## config.mk

```make
export PLATFORM = sky130hd
export DESIGN_NAME = step_pulse_gen
export DESIGN_NICKNAME = d
export VERILOG_FILES = /design/src/rtl/step_pulse_gen.sv
export SDC_FILE = /design/constraint.sdc
export NUM_CORES = 1
export LEC_CHECK = 0
export ABC_AREA = 1
export CORE_AREA = 10 10 151 153
export DETAILED_ROUTE_END_ITERATION = 6
export DIE_AREA = 0 0 161 163
export PLACE_DENSITY = 0.45
export SYNTH_ARGS = -nofsm -noshare
export SYNTH_HDL_FRONTEND = slang
export SYNTH_SLANG_ARGS = --single-unit
```

## constraint.sdc

```tcl
create_clock -name clk -period 3.5 [get_ports clk]
set_clock_uncertainty 0.2 [all_clocks]
set_input_delay 0.7 -clock clk [delete_from_list [all_inputs] [get_ports clk]]
set_output_delay 0.7 -clock clk [all_outputs]
set_load 0.005 [all_outputs]
```

## src/rtl/step_pulse_gen.sv

```systemverilog
// step_pulse_gen: stepper-motor step/direction generator.
// Turns a pulse period (in clk cycles) plus direction and run request into a
// registered drv_step waveform with a fixed high time, a minimum low time, and
// a direction setup gap before the first rise after any direction change.
// Also keeps a wrapping signed step position counter.
// Optional macro RAMP_EN: acceleration limiting (period may shrink by at most
// RAMP_STEP per pulse, starting from START_PERIOD after each IDLE).
module step_pulse_gen #(
  parameter int WIDTH_N      = 17,
  parameter int PULSE_WIDTH  = 50,
  parameter int DIR_SETUP    = 10,
  parameter int POS_W        = 32,
  parameter int RAMP_STEP    = 200,
  parameter int START_PERIOD = 80000
) (
  input  logic               clk,
  input  logic               rst,
  input  logic               enable,
  input  logic               dir_in,
  input  logic [WIDTH_N-1:0] period,
  output logic               step,
  output logic               dir_out,
  output logic               busy,
  output logic [POS_W-1:0]   step_pos
);

  typedef enum logic [1:0] {
    S_IDLE   = 2'd0,
    S_DSETUP = 2'd1,
    S_HIGH   = 2'd2,
    S_LOW    = 2'd3
  } state_e;

  localparam logic [WIDTH_N-1:0] PW_W  = WIDTH_N'(PULSE_WIDTH);
  localparam logic [WIDTH_N-1:0] DS_W  = WIDTH_N'(DIR_SETUP);
  localparam logic [WIDTH_N-1:0] MIN_P = WIDTH_N'(2 * PULSE_WIDTH);

  // Reject parameter sets the counters cannot represent.
  if (PULSE_WIDTH < 1 || DIR_SETUP < 1 || RAMP_STEP < 0 ||
      2 * PULSE_WIDTH >= 2 ** WIDTH_N || START_PERIOD >= 2 ** WIDTH_N) begin : g_bad_params
    $error("step_pulse_gen: parameters out of range");
  end

  state_e             state_q, state_d;
  logic [WIDTH_N-1:0] cnt_q, cnt_d;      // cycles spent in the current state
  logic [WIDTH_N-1:0] p_q, p_d;          // period latched for the current pulse
  logic               dir_q, dir_d;
  logic [POS_W-1:0]   pos_q, pos_d;
  logic               step_q, busy_q;

  logic               enter_high;
  logic [WIDTH_N-1:0] target_p;          // requested period clamped to the minimum
  logic [WIDTH_N-1:0] p_new;             // period to latch on the next HIGH entry
  logic [WIDTH_N-1:0] low_last;          // cnt value of the final LOW cycle

  assign target_p = (period > MIN_P) ? period : MIN_P;
  assign low_last = p_q - PW_W - 1'b1;

`ifdef RAMP_EN
  localparam logic [WIDTH_N-1:0] RAMP_W  = WIDTH_N'(RAMP_STEP);
  localparam logic [WIDTH_N-1:0] START_W = WIDTH_N'(START_PERIOD);

  logic               first_q, first_d;  // next HIGH entry is the first since IDLE
  logic [WIDTH_N-1:0] ramp_floor;

  // Shortest period allowed for the next pulse, limited by the acceleration ramp.
  always_comb begin
    ramp_floor = (p_q > RAMP_W) ? (p_q - RAMP_W) : '0;
    if (first_q) begin
      p_new = (target_p > START_W) ? target_p : START_W;
    end else begin
      p_new = (target_p > ramp_floor) ? target_p : ramp_floor;
    end
  end

  // Ramp restarts from START_PERIOD whenever the generator goes idle.
  always_comb begin
    first_d = first_q;
    if (state_d == S_IDLE) begin
      first_d = 1'b1;
    end else if (enter_high) begin
      first_d = 1'b0;
    end
  end

  // Ramp state register.
  always_ff @(posedge clk) begin
    if (rst) begin
      first_q <= 1'b1;
    end else begin
      first_q <= first_d;
    end
  end
`else
  assign p_new = target_p;
`endif

  // Next-state logic: pulse sequencing, period latch, direction and position.
  // NOTE: every signal gets a default before the case so no path leaves one
  // unassigned; that is what keeps this block free of inferred latches.
  always_comb begin
    state_d    = state_q;
    cnt_d      = cnt_q + 1'b1;
    p_d        = p_q;
    dir_d      = dir_q;
    pos_d      = pos_q;
    enter_high = 1'b0;

    case (state_q)
      S_IDLE: begin
        cnt_d = '0;
        if (enable && (period != '0)) begin
          if (dir_in != dir_q) begin
            dir_d   = dir_in;
            state_d = S_DSETUP;
          end else begin
            state_d    = S_HIGH;
            enter_high = 1'b1;
          end
        end
      end

      S_DSETUP: begin
        if (!enable) begin
          state_d = S_IDLE;
          cnt_d   = '0;
        end else if (cnt_q == DS_W - 1'b1) begin
          state_d    = S_HIGH;
          cnt_d      = '0;
          enter_high = 1'b1;
        end
      end

      S_HIGH: begin
        // High time is never cut short by input changes.
        if (cnt_q == PW_W - 1'b1) begin
          state_d = S_LOW;
          cnt_d   = '0;
        end
      end

      S_LOW: begin
        if (cnt_q == low_last) begin
          cnt_d = '0;
          if (!enable || (period == '0)) begin
            state_d = S_IDLE;
          end else if (dir_in != dir_q) begin
            dir_d   = dir_in;
            state_d = S_DSETUP;
          end else begin
            state_d    = S_HIGH;
            enter_high = 1'b1;
          end
        end else if (!enable && (cnt_q >= PW_W - 1'b1)) begin
          // Early stop, but only after a full PULSE_WIDTH of low time.
          state_d = S_IDLE;
          cnt_d   = '0;
        end
      end

      default: begin
        state_d = S_IDLE;
        cnt_d   = '0;
      end
    endcase

    if (enter_high) begin
      p_d   = p_new;
      pos_d = dir_q ? (pos_q + 1'b1) : (pos_q - 1'b1);
    end
  end

  // State and output registers; step and busy come straight from flops.
  // NOTE: sequential state uses non-blocking assignments so every flop samples
  // pre-edge values regardless of block evaluation order.
  always_ff @(posedge clk) begin
    if (rst) begin
      state_q <= S_IDLE;
      cnt_q   <= '0;
      p_q     <= '0;
      dir_q   <= 1'b0;
      pos_q   <= '0;
      step_q  <= 1'b0;
      busy_q  <= 1'b0;
    end else begin
      state_q <= state_d;
      cnt_q   <= cnt_d;
      p_q     <= p_d;
      dir_q   <= dir_d;
      pos_q   <= pos_d;
      step_q  <= (state_d == S_HIGH);
      busy_q  <= (state_d != S_IDLE);
    end
  end

  assign step     = step_q;
  assign dir_out  = dir_q;
  assign busy     = busy_q;
  assign step_pos = pos_q;

endmodule

```

== Word-level counts from Yosys, hierarchy flattened ==
Cells that the tools add are included.
Word-level totals
  bits in registers: 71
  bits of input ports: 21
  output and inout port bits: 35
  logic and storage cells: 64
Cells by class
  add/subtract/negate cells: 5
  magnitude comparators: 2
  equality and inequality tests: 11
  muxes and demuxes: 29
  reduce and logical (&&, ||, !) cells: 10
Operators by type and width (number)
  $mux 17: 6
  $pmux 17 s4: 1
  $add 32x1->32 const B: 1
  $mux 32: 1
  $sub 32x1->32 const B: 1
  $add 17x1->17 const B: 1
  $eq 17x17->1: 1
  $eq 17x4->1 const B: 1
  $eq 17x6->1 const B: 1
  $ge 17x6->1 const B: 1
  $gt 17x7->1 const B: 1
  $logic_not 17->1: 1
  $reduce_bool 17->1: 1
  $sub 17x1->17 const B: 1
  $sub 17x6->17 const B: 1
  $mux 2: 8
  $mux 1: 10
  $pmux 2 s4: 1
  $eq 2x2->1 const B: 3
  $ne 2x2->1 const B: 3
  $reduce_and 4->1: 1
  $reduce_bool 2->1: 2
  $pmux 1 s3: 1
  $eq 2x1->1 const B: 1
  other kinds (6): 7

== Logic depth before layout (Yosys ltp) ==
  depth after elaboration: 6
  gate-level depth with buffers: 20
  mapped depth without buffers: 20

== Least setup slack after synthesis ==
Ideal clock, no wire load.
  path kind: register -> register
  start: reg dir_q (netlist: dir_out)
  end: reg pos_q[29] (netlist: step_pos[29])
  library setup time: 0.113 ns
  arrival time: 2.758 ns
  setup slack: 0.428 ns
  cell stages (with the launch flop): 16
  clock period less this slack: 3.072 ns
  cell sequence: dfxtp_1 -> inv_1 -> ha_1 -> a21o_1 -> or2_2 -> a21oi_1 -> inv_1 -> nand2_1 -> nand2_1 -> a21o_1 -> nand3_1 -> nand2_1 -> nand2_1 -> nand2_1 -> nor2_1 -> nor2_1
Between the ends
  longest elaborated chain between the ends: 5
  elaborated cells on any way between the ends: 7
RTL lines
  start: declaration: line 47  | logic dir_q, dir_d;
  start signal: assignment: line 189  | dir_q <= dir_d;
  $ne 1x1->1: line 113, 147
  $mux 1: line 113, 147
  $mux 1: line 145  | if (!enable || (period == '0)) begin
  $mux 1: line 143  | if (cnt_q == low_last) begin
  $pmux 1 s3: line 109  | case (state_q)
  end signal: assignment: line 190  | pos_q <= pos_d;
  end: declaration: line 48  | logic [POS_W-1:0] pos_q, pos_d;
Parallel ways exist; a longest one is shown, timed or not.
A chain may end at the register's enable or synchronous reset.

== Final worst setup path ==
  start: in period[11]
  end: reg busy_q (netlist: busy)
Between the ends
  longest elaborated chain between the ends: 6
  elaborated cells on any way between the ends: 9
RTL lines
  start: declaration: line 20  | input logic [WIDTH_N-1:0] period,
  $logic_not 17->1: line 145
  $logic_or 1x1->1: line 145
  $mux 2: line 145
  $mux 2: line 143
  $pmux 2 s4 *: line 109
  $reduce_bool 2->1 *: line 192  | busy_q <= (state_d != S_IDLE);
  end signal: assignment: line 192
  end: declaration: line 49  | logic step_q, busy_q;
Every way passes the cells marked *; elsewhere a longest branch is shown, timed or not.

==> run summary <==
Total wire length -> 17300 microns
Int Power -> 2.36 mW
Area delta synth->final -> 20.6%
CTS tree -> built
Number of synthesized register bits -> 71
Pin slew with the least headroom to its limit -> 0.626 ns
Clock Sinks -> 71
Routed len/inst -> 13.4 microns
Yosys warns -> 0
EDFF count, synth -> 0
Fin crit share -> 0.895
RSZ-0062 raised after global routing -> no
Hold_ws -> 0.304 ns
CP endpoint kind -> register
Cells on worst reg2reg path -> 14
Clock H-tree levels -> 3
Antenna fix cells -> 0
Hold Path Stages -> 2
Comb pwr share -> 0.556
Final Total Pwr -> 4.31 mW
Post-Layout Cell Count -> 1292
Final setup vio count -> 0
Clock slew at reported path FFs -> 0.06 ns
Area contributors post-synth -> dfxtp_1, nand2_1, nor2_1, inv_1, ha_1
Critical Path Source Type -> input port
HPWL after detailed placement -> 13900 microns
Total leakage power -> 3.47 nW
Post-CTS Setup Bufs -> 0
Die X -> 161 microns
Hold_buf cts -> 0
F_max -> 319 MHz
Worst slack, placed -> -0.0546 ns
Largest net degree at the start of global routing -> 52
First-pass GRT wire length -> 28800 microns
Die Ht -> 163 microns
Post-synth ARST share -> 0
Gpl congestion -> 0.862
Design area -> 0.00701 sq mm
Drc violations -> 0
Final worst path period need -> 3.13 ns
Part of the power in registers -> 0.241
Top cells by count, synth -> nand2_1, nor2_1, inv_1, dfxtp_1, nand3_1
Initial detailed-routing violation count -> 216
WP data arrival -> 3.17 ns
Total CTS buffers -> 9
CTS Buffer Depth -> 2
Slew headroom -> 0.572
TritonRoute pass-1 iters -> 4
Req. time, crit path -> 3.53 ns
Power Density -> 615 mW/mm^2
Initial antenna violation count -> 0
WS Path Type -> input port to register
Register area share after synthesis -> 0.244
Total track usage -> 0.132
# IOs -> 56
Placed cell area -> 0.00674 sq mm
Synth Net Count -> 1013
Clk Latency, worst-skew pair -> 0.35 ns
Max cap viols -> 0
Core Footprint -> 0.0199 sq mm
Via density -> 4.59
Mean Syn Cell Area -> 6.07 sq um
Count leader, synth -> nand2_1
Die footprint -> 0.0262 sq mm
Reg-to-reg slack, setup -> 0.48 ns
Number of cell rows -> 52
Root Buffer -> clkbuf_16
Area leader, netlist -> dfxtp_1
Number of fill cells -> 2301
Max Slew Vio Count -> 0
Layout cells sized above 1 -> 0.0499
Final worst slack -> 0.367 ns
Post-route ant nets -> 0
Cell area after synthesis -> 0.00581 sq mm
Hold/Removal Path Class -> register to register
Sw frac -> 0.453
Status -> completed
Yosys top cell area share -> 0.244
Initial Utilization -> 0.292
VDD IR max -> 0.000257 V
Net switching power -> 1.95 mW
Port Buffers -> 55
Crit path max fanout -> 4
Hold Violations, Final -> 0
Synth unique cells -> 43
Vias after detailed routing -> 5926
DP Cell Count -> 1276
Cells after Synth -> 958
Final nets -> 1072
Clk pwr share -> 0.203
Vias in the first global route -> 5827
Cells resized by post-CTS repair -> 0
Post-synth top flop -> dfxtp_1
Remaining global-route overflow -> 0
==> worst paths after layout <==
| check | end | from |
|---|---|---|
| setup / recovery | busy | period[11] |
| hold / removal | step_pos[11] | step_pos[11] |
| setup reg to reg | step_pos[29] | dir_out |
| hold reg to reg | step_pos[11] | step_pos[11] |
==> registers in the layout, indices dropped and copies added (netlist names) <==
| name | cells |
|---|---|
| busy | 1 |
| dir_out | 1 |
| cnt_q | 17 |
| state_q | 2 |
| p_q | 17 |
| step_pos | 32 |
| step | 1 |
==> layout by cell type (no fill, tap or decap), types with 4 or more instances in the layout <==
cell type          n
nand2_1          269
o21ai_0           21
nand4_1           24
buf_4             12
xor2_1            26
nor2_2             4
inv_2              4
xnor2_1           22
ha_1              33
clkbuf_16          9
clkdlybuf4s50_1   55
a21o_1             6
nor4_1             7
nand3_1           71
a21oi_1           40
inv_1            114
dfxtp_1           71
a31oi_1            4
clkinvlp_4         4
nor3_1            13
nand3b_1           7
nor2_1           165
==> power groups by stage <==
stage               sequential, mW  clock, mW  combinational (mW)
floorplan                     1.02          0                1.74
global placement              1.06          0                2.43
detailed placement            1.06          0                2.40
CTS                           1.05      0.907                2.42
global route                  1.06      0.935                2.73
finish                        1.04      0.875                2.39
==> critical path, stage by stage <==
cell and delay [ns]:
clkdlybuf4s50_1 0.44, nor2_1 0.11, nand3_1 0.14, nor4_1 0.58, buf_4 0.24, a21oi_1 0.08
inv_1 0.07, nor2_1 0.06, nand2_1 0.15, o21ai_0 0.10, inv_1 0.06, nand2_1 0.06
buf_4 0.14, inv_1 0.04, nand2_1 0.04, nand2_1 0.09, nand2_1 0.06
==> metal layers <==
layer  part of all wire  track usage  vias to the layer above
li1                   -            -                     3188
met1               0.48        0.157                     2664
met4              0.021       0.0463                        0
met2               0.48        0.234                       53
met3              0.023       0.0245                       21
met5                  0            0                        -
==> cell type report <==
| cell class | count | area (sq um) | area share |
|---|---|---|---|
| clock inverter | 7 | 48.8 | 0.00696 |
| multi-input combinational | 744 | 3820 | 0.545 |
| inverter | 121 | 454 | 0.0648 |
| timing repair buffer | 70 | 701 | 0.0999 |
| tap | 270 | 338 | 0.0482 |
| clock buffer | 9 | 225 | 0.0321 |
| sequential | 71 | 1420 | 0.203 |
==> kinds of logic after synthesis <==
kind of cell | share of synthesized area
AND/OR/NAND/NOR | 0.422
buffers and inverters | 0.0994
AO/OA/AOI/OAI | 0.0878
flip-flops | 0.244
XOR/XNOR | 0.0723
adder cells (fa/ha/maj) | 0.0745
==> per-stage QoR <==
stage	TNS [ns]	util
final	0	0.352
after floorplan	0	-
after global routing	0	0.352
after CTS	0	0.352
after detailed placement	-0.453	0.338
after global placement	-4.43	0.338
Note: power is estimated with default switching activity, not from simulation.
